**config.mk**
```make
export PLATFORM = sky130hd
export DESIGN_NAME = ppl_hazard_sb
export DESIGN_NICKNAME = d
export VERILOG_FILES = /design/src/rtl/ppl_hazard_sb.sv
export SDC_FILE = /design/constraint.sdc
export NUM_CORES = 1
export LEC_CHECK = 0
export ABC_CLOCK_PERIOD_IN_PS = 2900
export BUFFER_PORTS_ARGS = -buffer_cell sky130_fd_sc_hd__buf_4
export CAP_MARGIN = 20
export CORE_AREA = 8 8 86 88
export CTS_BUF_LIST = sky130_fd_sc_hd__clkbuf_2 sky130_fd_sc_hd__clkbuf_4 sky130_fd_sc_hd__clkbuf_8
export DETAILED_ROUTE_END_ITERATION = 6
export DIE_AREA = 0 0 94 96
export GPL_ROUTABILITY_DRIVEN = 0
export GPL_TIMING_DRIVEN = 0
export PLACE_DENSITY = 0.75
export RECOVER_POWER = 100
export SYNTH_ARGS = -nofsm -noshare
export SYNTH_HDL_FRONTEND = slang
export SYNTH_SLANG_ARGS = --single-unit
```
**constraint.sdc**
```tcl
create_clock -name clock -period 2.9 [get_ports clock]
set_clock_uncertainty 0.2 [all_clocks]
set_input_delay 0.435 -clock clock [delete_from_list [all_inputs] [get_ports clock]]
set_output_delay 0.435 -clock clock [all_outputs]
set_load 0.03 [all_outputs]
```
**src/rtl/ppl_hazard_sb.sv**
```systemverilog
// ppl_hazard_sb
// Hazard, forwarding and multi-cycle scoreboard unit that sits beside decode.
//
// Ports
//   clock, resetn              clock, asynchronous active-low reset
//   dValid, rs, rt             decode slot valid and its source registers
//   useRs, useRt               decode instruction really reads rs / rt
//   dWreg, dDest, dIsMd        decode writes a register / its destination /
//                              it is a multi-cycle op
//   flush                      kill the decode instruction (redirect)
//   exReg, exWriteReg,         EX destination, write enable, is-load
//   exMem2Reg
//   mReg, mWriteReg, mMem2Reg  MEM destination, write enable, is-load
//   cntClr                     synchronous clear of stallCnt
//   pcContinue                 1 = pipeline advances, 0 = hold IF/ID, bubble EX
//   issue                      decode instruction accepted this cycle
//   fwdA, fwdB                 00 regfile, 01 EX ALU, 10 MEM ALU, 11 MEM load
//   mdBusy, mdDest, mdWb       outstanding multi-cycle op, its destination,
//                              writeback pulse
//   stallCnt                   saturating count of stalled decode cycles

module ppl_hazard_sb #(
    parameter int AW     = 5,
    parameter int MD_LAT = 4,
    parameter int CNT_W  = 32
) (
    input  logic             clock,
    input  logic             resetn,
    input  logic             dValid,
    input  logic [AW-1:0]    rs,
    input  logic [AW-1:0]    rt,
    input  logic             useRs,
    input  logic             useRt,
    input  logic             dWreg,
    input  logic [AW-1:0]    dDest,
    input  logic             dIsMd,
    input  logic             flush,
    input  logic [AW-1:0]    exReg,
    input  logic [AW-1:0]    mReg,
    input  logic             exWriteReg,
    input  logic             mWriteReg,
    input  logic             exMem2Reg,
    input  logic             mMem2Reg,
    input  logic             cntClr,
    output logic             pcContinue,
    output logic             issue,
    output logic [1:0]       fwdA,
    output logic [1:0]       fwdB,
    output logic             mdBusy,
    output logic [AW-1:0]    mdDest,
    output logic             mdWb,
    output logic [CNT_W-1:0] stallCnt
);

    localparam int CW = $clog2(MD_LAT + 1);

    logic [CW-1:0] md_cnt;
    logic          ex_hit_a, ex_hit_b, m_hit_a, m_hit_b;
    logic          load_use, md_raw, md_waw, md_struct;
    logic          stall;

    // A writer to r0 never produces a forwardable value.
    assign ex_hit_a = exWriteReg && (exReg != '0) && (exReg == rs);
    assign ex_hit_b = exWriteReg && (exReg != '0) && (exReg == rt);
    assign m_hit_a  = mWriteReg  && (mReg  != '0) && (mReg  == rs);
    assign m_hit_b  = mWriteReg  && (mReg  != '0) && (mReg  == rt);

    // A load in EX cannot forward yet, so it drops through to the MEM match.
    always_comb begin
        fwdA = 2'b00;
        if (ex_hit_a && !exMem2Reg)     fwdA = 2'b01;
        else if (m_hit_a && !mMem2Reg)  fwdA = 2'b10;
        else if (m_hit_a)               fwdA = 2'b11;

        fwdB = 2'b00;
        if (ex_hit_b && !exMem2Reg)     fwdB = 2'b01;
        else if (m_hit_b && !mMem2Reg)  fwdB = 2'b10;
        else if (m_hit_b)               fwdB = 2'b11;
    end

    assign load_use  = exWriteReg && exMem2Reg && (exReg != '0) &&
                       ((useRs && (exReg == rs)) || (useRt && (exReg == rt)));
    assign md_raw    = mdBusy && (mdDest != '0) &&
                       ((useRs && (rs == mdDest)) || (useRt && (rt == mdDest)));
    assign md_waw    = mdBusy && dWreg && (dDest != '0) && (dDest == mdDest);
    assign md_struct = mdBusy && dIsMd;

    // flush is deliberately kept out of the stall term.
    assign stall      = dValid && (load_use || md_raw || md_waw || md_struct);
    assign pcContinue = !stall;
    assign issue      = dValid && pcContinue && !flush;

    assign mdBusy = (md_cnt != '0);
    assign mdWb   = (md_cnt == CW'(1));

    // Countdown scoreboard: a new op can only be issued once md_cnt is zero,
    // so the load never collides with a live count.
    always_ff @(posedge clock or negedge resetn) begin
        if (!resetn) begin
            md_cnt <= '0;
            mdDest <= '0;
        end else if (issue && dIsMd) begin
            md_cnt <= CW'(MD_LAT);
            mdDest <= dDest;
        end else if (md_cnt != '0) begin
            md_cnt <= md_cnt - CW'(1);
        end
    end

    always_ff @(posedge clock or negedge resetn) begin
        if (!resetn) begin
            stallCnt <= '0;
        end else if (cntClr) begin
            stallCnt <= '0;
        end else if (stall && (stallCnt != {CNT_W{1'b1}})) begin
            stallCnt <= stallCnt + CNT_W'(1);
        end
    end

endmodule

```
==> results.txt, run 1 <==
Worst Tran Pin Value: 1.00 ns
Mapped Avg Cell Area: 9.05 um^2
Synth warn: 0
Initial Util: 0.478
Via/cell ratio: 6.01
Flop pwr share: 0.375
Cell taking the most area after synthesis: dfrtp_1
Ant diodes: 0
Failing checks: setup timing
Cell area after layout: 3780 um^2
Synth area leaders: dfrtp_1 34%, xor2_1 6.3%, mux2_2 4.6%
I/O pin count: 83
Hold depth: 2
Rows: 29
Mapped Cells: 322
Total wire length: 8790 um
Fin. Hold Viols: 0
Switching power total: 688 uW
Wire per inst: 17.7 um
Pins Over Slew Limit: 0
Setup crit start kind: flip-flop
Leakage power: 1.61 nW
Slew Limit Headroom: 0.332
# DRC: 0
CTS Buf Count: 5
WP data arrival: 2.29 ns
Core area: 6100 um^2
Worst Reg-to-Reg Cells: 11
Largest fanout on the critical path: 5
Hold Crit Start: dIsMd
Post-synthesis sequential area ratio: 0.343
GRT Util Overall: 0.191
Unrepaired setup endpoints after global routing: yes
Largest net degree at the start of global routing: 41
Final nets: 461
R2R Path Start: mdDest[1]
Number of global-route vias before repair: 3,018
IO buf count: 80
Period utilization: 1.01
Number of clock sinks: 40
R2r endpoint: stallCnt[9]
Crit Path Category: reg2out
Via count: 2,986
Die H: 96 um
Internal reg-to-reg setup slack: 0.03 ns
Clock tree buffer depth: 2
Max_cap viols: 0
Share of layout cells above drive strength 1: 0.274
Min Tclk post-route: 2.93 ns
Yosys cell types: 41
Global-route wire length before repair: 14,000 um
Gr ovfl total: 0
Area Overhead vs Synth: 29.8%
Cells after DPL: 479
Switching share of total power: 0.367
Post-Place Cell Area: 3610 um^2
Die width: 94 um
H-tree lvl count: 2
Hold Path End: md_cnt[0]
Non-Filler Instances: 497
PD cells: 495 nW/um^2
Clock root buffer: clkbuf_8
Worst-Skew Late Latency: 0.29 ns
Hpwl dp: 6420 um
Worst Hold Class: in2reg
Worst VDD drop: 0.287 mV
Pint: 1.18 mW
DIE AREA: 9020 um^2
Hold Slack: 0.169 ns
Synthesized cell area: 2910 um^2
Yosys top cell area share: 0.343
Drt first pass iters: 5
Post-synthesis register bit count: 40
Syn Nets: 364
Initial drt markers: 241
CP endpoint kind: output pin
CTS tree: done
Final setup violation count: 2
Initial antenna violation count: 0
Worst path required time: 2.27 ns
Final ANT Viol Nets: 0
Clock share of power: 0.216
Comb pwr share: 0.409
Status: finished with violations
Clock transition at the registers of the reported paths: 0.08 ns
Max Fclk: 342 MHz
PnR worst setup slack: -0.0259 ns
[registers in the layout (all words and copies together), names as in the netlist]
name,count
mdDest,5
stallCnt,32
md_cnt,3
[timing repair]
item	4_1_cts	5_1_grt
endpoints found under the hold margin	40	0
pin swaps	6	2
gates resized for setup	16	14
hold buffers	1	0
endpoints found under the setup margin	18	23
setup buffers	6	4
[power by group through the flow]
| stage | combinational, mW | sequential (mW) | clock [mW] |
|---|---|---|---|
| detailed placement | 0.678 | 0.714 | 0 |
| CTS | 0.732 | 0.705 | 0.408 |
| floorplan | 0.380 | 0.763 | 0 |
| global placement | 0.660 | 0.713 | 0 |
| finish | 0.765 | 0.703 | 0.404 |
| global route | 0.819 | 0.711 | 0.430 |
[synth_stat cells, drive strengths merged]
library cell	instances
a21oi	13
o31ai	9
nor4b	1
mux2	20
o22ai	1
o211a	1
nand4	15
mux2i	2
inv	2
o21ai	5
nand4b	1
nand2b	4
a211oi	1
nor3	14
nand3	19
nor4	17
ha	4
and3b	1
and2	3
and4	1
buf	12
clkbuf	9
a221oi	1
dfrtp	40
xor2	21
xnor2	14
or3	3
o21ba	5
nand2	14
nor3b	1
and3	7
a21o	3
a41o	1
nor2b	18
o31a	5
or4	13
nor2	21
[cell families after synthesis]
kind of cell,share of synthesized area
AO/OA/AOI/OAI,0.110
adder cells (fa/ha/maj),0.0172
flip-flops,0.343
XOR/XNOR,0.105
multiplexers,0.0906
AND/OR/NAND/NOR,0.299
buffers and inverters,0.0344
[layout by cell type, fill, tap and decap left out, types with 5 or more instances in the layout]
| cell type | synthesis | final |
|---|---|---|
| clkbuf_1 | 9 | 41 |
| xnor2_1 | 14 | 14 |
| o21ba_2 | 5 | 5 |
| nor2_1 | 21 | 20 |
| nand3_1 | 19 | 19 |
| nor3_1 | 14 | 12 |
| nor2b_1 | 18 | 18 |
| xor2_1 | 21 | 21 |
| nand4_1 | 15 | 15 |
| dfrtp_1 | 40 | 35 |
| buf_2 | 8 | 5 |
| mux2_2 | 12 | 12 |
| buf_4 | 1 | 55 |
| dfrtp_2 | 0 | 5 |
| a21oi_1 | 13 | 13 |
| nor4_1 | 17 | 12 |
| clkbuf_8 | 0 | 6 |
| o31ai_1 | 9 | 9 |
| nand2_1 | 14 | 14 |
| and3_1 | 7 | 7 |
| or4_1 | 13 | 12 |
| o31a_1 | 5 | 5 |
| mux2_4 | 5 | 5 |
[area by class of cell]
type | instances | area, um^2
Multi-Input combinational cell | 259 | 1900
Inverter | 2 | 7.51
Clock buffer | 8 | 97.6
Sequential cell | 40 | 1010
Timing Repair Buffer | 91 | 578
Fill cell | 576 | 2310
Buffer | 20 | 100
Tap cell | 77 | 96.3
[worst max-delay path: stages, from the launching register on]
cell	delay [ns]
dfrtp_2	0.45
or4_1	0.52
o21ai_1	0.13
a21oi_1	0.07
a211oi_2	0.32
buf_4	0.18
buf_6	0.09
nand2b_4	0.11
buf_6	0.14
[how the worst max path moves through the flow]
| stage | from | end | slack, ns | cells past startpoint |
|---|---|---|---|---|
| finish | mdDest[1] | pcContinue | -0.03 | 8 |
| global route | exReg[1] | pcContinue | -0.13 | 10 |
| CTS | exReg[1] | pcContinue | -0.02 | 10 |
| detailed placement | exReg[3] | pcContinue | -0.38 | 10 |
| global placement | exReg[3] | pcContinue | -0.39 | 10 |
| floorplan | mdDest[1] | pcContinue | 0.007 | 7 |
[metrics by stage]
stage	total power, mW	TNS, ns	setup WS (ns)	util
after detailed placement	1.39	-1.29	-0.379	0.592
after floorplan	1.14	0	0.00658	-
after CTS	1.84	-0.0431	-0.0240	0.627
after global routing	1.96	-0.453	-0.127	0.620
after global placement	1.37	-0.622	-0.386	0.592
final	1.87	-0.0458	-0.0259	0.620
[metal layers]
layer  part of all wire  GRT usage  routed length (um)
met5                  0          0                   0
met4              0.011     0.0634                  99
met3              0.091     0.0499                 796
met1               0.42      0.234                3670
met2               0.48      0.319                4220
Note: power is estimated with default switching activity, not from simulation.
==> inputs of run 2 (changes only) <==
Settings changed: ABC_CLOCK_PERIOD_IN_PS 2900 to not set, CORE_AREA 8 8 86 88 to 2 2 80 82, DIE_AREA 0 0 94 96 to 0 0 82 84.
==> run 2 against run 1 <==
Compared with the run above:
- the run now ends clean
- register-to-register slack gained 0.04 ns
- combinational power up 7.7%
- sequential power decreased by 1%
- wire length down 6.8%
- non-clock buffer count rose by 2
- sequential share of layout area shrank 0.10 points
- clock power is 9.9% lower
- total power rose by 0.44%
- core utilization grew 0.16 points
- final cell count grew 0.20%
==> results.txt, run 2 (same netlist as run 1, synthesis figures left out) <==
Initial Util: 0.478
Final nets: 463
Critical path startpoint: mdDest[2]
Leakage power: 1.63 nW
Unrepaired setup endpoints after global routing: yes
Initial antenna violation count: 0
Clock tree buffer depth: 2
Worst-Skew Late Latency: 0.29 ns
Rows: 29
Largest net degree at the start of global routing: 41
Min Tclk post-route: 2.87 ns
Ant diodes: 0
Worst Tran Pin Value: 1.02 ns
WP data arrival: 2.24 ns
Clock transition at the registers of the reported paths: 0.08 ns
IO buf count: 80
CTS tree: done
Max Fclk: 348 MHz
Total wire length: 8200 um
CP endpoint kind: output pin
Area Overhead vs Synth: 30.1%
Post-Place Cell Area: 3610 um^2
Commonest non-fill, non-tap cell in the layout: buf_4
Largest reg by FF count: stallCnt
Number of global-route vias before repair: 2,673
DIE AREA: 6890 um^2
Via/cell ratio: 5.91
Core area: 6100 um^2
Slew Limit Headroom: 0.323
PD cells: 496 nW/um^2
Share of layout cells above drive strength 1: 0.292
Via count: 2,945
Leading cell types in the layout, fill and taps excluded: 65 x buf_4, 36 x dfrtp_1, 34 x clkbuf_1
Hpwl dp: 5900 um
Multi-input gate area: 1890 um^2
Crit Path Category: reg2out
Status: finished clean
GRT Util Overall: 0.240
Die width: 82 um
Setup crit start kind: flip-flop
H-tree lvl count: 2
Number of clock sinks: 40
Final setup violation count: 0
I/O pin count: 83
Sequential Area: 1010 um^2
Fin. Hold Viols: 0
Cell area after layout: 3790 um^2
Initial drt markers: 245
Pins Over Slew Limit: 0
Max reg flops: 32
Hold Slack: 0.164 ns
Top flop regs: stallCnt: 32 flops, mdDest: 5 flops, md_cnt: 3 flops
Worst VDD drop: 0.278 mV
Die H: 84 um
Gr ovfl total: 0
Wire per inst: 16.5 um
Period utilization: 0.990
Max_cap viols: 0
Setup TNS: 0 ns
CTS Buf Count: 5
Internal reg-to-reg setup slack: 0.07 ns
R2R Path Start: mdDest[2]
Global-route wire length before repair: 12,900 um
Clock root buffer: clkbuf_8
Setup crit end: pcContinue
Worst Reg-to-Reg Cells: 10
Worst path required time: 2.27 ns
Worst Hold Class: in2reg
Fill cells: 545
# DRC: 0
Drt first pass iters: 4
Final ANT Viol Nets: 0
R2r endpoint: stallCnt[10]
Largest fanout on the critical path: 11
-- run 2: stage by stage --
step | worst slack [ns] | instances | power [mW] | utilization
final | 0.0292 | 498 | 1.88 | 0.622
after floorplan | 0.00658 | 322 | 1.14 | -
after global routing | -0.0651 | 498 | 1.98 | 0.622
after detailed placement | -0.343 | 479 | 1.39 | 0.592
after global placement | -0.321 | 479 | 1.37 | 0.592
after CTS | -0.0285 | 491 | 1.81 | 0.623
-- run 2: critical path, stage by stage (launching register included) --
cell and delay (ns):
dfrtp_2 0.44, or4_4 0.53, o21ai_4 0.17, a21oi_2 0.05
a211oi_2 0.25, buf_4 0.23, nand2b_4 0.14, buf_6 0.13
-- run 2: final cells by class --
cell class / count / share of cell area
Buffer: 19 / 0.0234
Clock buffer: 6 / 0.0201
Clock inverter: 1 / 0.00132
Inverter: 2 / 0.00198
Multi-Input combinational cell: 259 / 0.497
Sequential cell: 40 / 0.265
Tap cell: 77 / 0.0254
Timing Repair Buffer: 94 / 0.165
-- run 2: power by group --
part	switching (mW)	internal, mW
clock network	0.191	0.173
registers	0.0744	0.618
logic	0.436	0.388
total	0.701	1.18
-- run 2: timing repair --
action / in CTS / in global routing
buffers inserted: 5 / 8
pin swaps: 6 / 2
endpoints found under the setup margin: 5 / 28
hold buffers: 1 / 0
gates resized for setup: 18 / 11
endpoints found under the hold margin: 40 / 0
-- run 2: worst min path at each step --
stage	end	slack, ns	cells after the start	start
CTS	md_cnt[0]	0.16	2	dIsMd
floorplan	mdDest[0]	-0.06	0	resetn
global route	md_cnt[0]	0.17	2	dIsMd
detailed placement	stallCnt[18]	0.25	1	resetn
global placement	stallCnt[18]	0.25	1	resetn
finish	md_cnt[0]	0.16	2	dIsMd
-- run 2: layer usage --
metal	track usage	vias up	routed length (um)
li1	-	1387	-
met4	0.0758	0	167
met5	0	-	0
met1	0.322	1426	3500
met2	0.385	116	3950
met3	0.0455	16	571
==> inputs of run 3 (changes only) <==
--- a/config.mk
+++ b/config.mk
@@ -7,3 +7,2 @@
 export LEC_CHECK = 0
-export BUFFER_PORTS_ARGS = -buffer_cell sky130_fd_sc_hd__buf_4
 export CAP_MARGIN = 20
@@ -13,6 +12,7 @@
 export DIE_AREA = 0 0 82 84
+export DONT_BUFFER_PORTS = 1
 export GPL_ROUTABILITY_DRIVEN = 0
 export GPL_TIMING_DRIVEN = 0
-export PLACE_DENSITY = 0.75
 export RECOVER_POWER = 100
+export SETUP_SLACK_MARGIN = 0.5
 export SYNTH_ARGS = -nofsm -noshare
--- a/constraint.sdc
+++ b/constraint.sdc
@@ -4,2 +4,2 @@
 set_output_delay 0.435 -clock clock [all_outputs]
-set_load 0.03 [all_outputs]
+set_load 0.02 [all_outputs]
==> run 3 against run 2 <==
Compared with the run above:
- global-route usage increased by 2.6 points
- total power increased by 4.5%
- final cell count decreased by 14%
- first-iteration DRC count decreased by 13%
- wire length increased by 7.6%
- non-clock buffer count decreased by 70
- sequential power increased by 10%
- sequential cell count unchanged
==> results.txt, run 3 (same netlist as run 1, synthesis figures left out) <==
Status: finished clean
Switching share of total power: 0.359
Max Fclk: 347 MHz
GRT Util Overall: 0.265
Clock share of power: 0.209
Comb pwr share: 0.403
Die H: 84 um
Largest net degree at the start of global routing: 41
Initial Util: 0.478
Drt first pass iters: 4
Clock root buffer: clkbuf_8
Top Family by Delay on Critical Path: simple AND/OR/NAND/NOR gates
Final ANT Viol Nets: 0
Critical path buffer and inverter count: 1
Rows: 29
Worst-Skew Late Latency: 0.29 ns
Clock transition at the registers of the reported paths: 0.08 ns
Wire per inst: 20.5 um
Leakage power: 1.49 nW
WP data arrival: 2.25 ns
CTS Buf Count: 5
Largest reg by FF count: stallCnt
Number of global-route vias before repair: 2,719
Setup crit start kind: flip-flop
Crit Path Category: reg2out
Multi-input gate area: 2270 um^2
Total wire length: 8820 um
Slowest CP cell: or4_4
Worst Tran Pin Value: 1.05 ns
CP Cell Sequence: or4_4 > o21ai_2 > a21oi_2 > a211oi_4 > buf_4 > and3b_2
Flop pwr share: 0.388
Non-Filler Instances: 429
Leading cell types in the layout, fill and taps excluded: 23 x dfrtp_1, 21 x xor2_1, 20 x nor2_1, 20 x mux2_4, 19 x nand3_1
Hpwl dp: 5750 um
Slew Limit Headroom: 0.298
Final nets: 393
Largest fanout on the critical path: 6
H-tree lvl count: 2
Worst VDD drop: 0.414 mV
Gr ovfl total: 0
Pint: 1.26 mW
Worst path required time: 2.27 ns
Number of clock sinks: 40
Ant diodes: 0
Commonest non-fill, non-tap cell in the layout: dfrtp_1
Die width: 82 um
CTS tree: done
Max incr delay on CP: 0.56 ns
Pins Over Slew Limit: 0
Max reg flops: 32
PD cells: 498 nW/um^2
Top flop regs: stallCnt: 32 flops, mdDest: 5 flops, md_cnt: 3 flops
Period utilization: 0.995
IO buf count: 0
Final setup violation count: 0
Initial antenna violation count: 0
Unrepaired setup endpoints after global routing: yes
Initial drt markers: 213
CP endpoint kind: output pin
# DRC: 0
Setup TNS: 0 ns
Sequential Area: 1020 um^2
Core area: 6100 um^2
Fill cells: 489
Cells after DPL: 399
Clock tree buffer depth: 2
Area Overhead vs Synth: 35.4%
Share of layout cells above drive strength 1: 0.384
Via count: 2,692
Switching power total: 707 uW
Via/cell ratio: 6.28
DIE AREA: 6890 um^2
Worst Hold Class: in2reg
I/O pin count: 83
Min Tclk post-route: 2.88 ns
Max_cap viols: 0
Fin. Hold Viols: 0
Global-route wire length before repair: 14,300 um
[run 3: changes by cell type in the layout (fill, tap and decap cells not counted), sizes merged]
cell | before | now
buf | 77 | 31
clkbuf | 41 | 19
clkinv | 1 | 0
[run 3: metrics by stage]
stage | hold WS, ns | power [mW] | setup WS, ns | cell area, um^2 | util
after floorplan | -0.0606 | 1.14 | 0.186 | 3000 | -
after global placement | -0.0580 | 1.23 | -0.0243 | 3100 | 0.508
after detailed placement | -0.0580 | 1.24 | -0.0237 | 3100 | 0.508
after CTS | 0.00922 | 1.84 | -0.0688 | 3600 | 0.591
after global routing | 0.0108 | 2.08 | -0.0541 | 3950 | 0.647
final | 0.0194 | 1.97 | 0.0151 | 3950 | 0.647
[run 3: final timing paths]
kind | from | to | slack, ns | cells after the start
worst min-delay path | dIsMd | md_cnt[1] | 0.02 | 1
worst max register to register | mdDest[1] | stallCnt[27] | 0.15 | 10
worst min register to register | md_cnt[2] | md_cnt[2] | 0.36 | 2
min in group asynchronous | resetn | stallCnt[15] | 0.71 | 2
worst max-delay path | mdDest[2] | issue | 0.02 | 6
max in group asynchronous | resetn | mdDest[3] | 1.08 | 2
[run 3: repair_timing]
action,4_1_cts,5_1_grt
pin swaps,18,37
resized for setup,73,64
cloned,1,1
setup buffers,11,7
hold endpoints to repair,40,0
hold buffers,2,0
endpoints found under the setup margin,42,42
[run 3: power by group through the flow]
stage          clock, mW  sequential, mW  combinational, mW
3_5_place_dp           0           0.764              0.480
5_1_grt            0.445           0.777              0.855
6_report           0.410           0.762              0.793
4_1_cts            0.426           0.760              0.652
3_3_place_gp           0           0.762              0.473
2_1_floorplan          0           0.737              0.405
[run 3: final cells by class]
class,count,share of cell area
repair buffers,22,0.0634
clock buffers,8,0.0247
multi-input cells,259,0.576
plain buffers,21,0.0504
flip-flops and latches,40,0.259
inverters,2,0.00190
well taps,77,0.0244
[run 3: metal layers]
metal / global-route usage / vias to the layer above / wire length [um]
met5: 0 / - / 0
li1: - / 1245 / -
met2: 0.400 / 101 / 4220
met3: 0.0639 / 9 / 646
met1: 0.385 / 1337 / 3870
met4: 0.0561 / 0 / 78
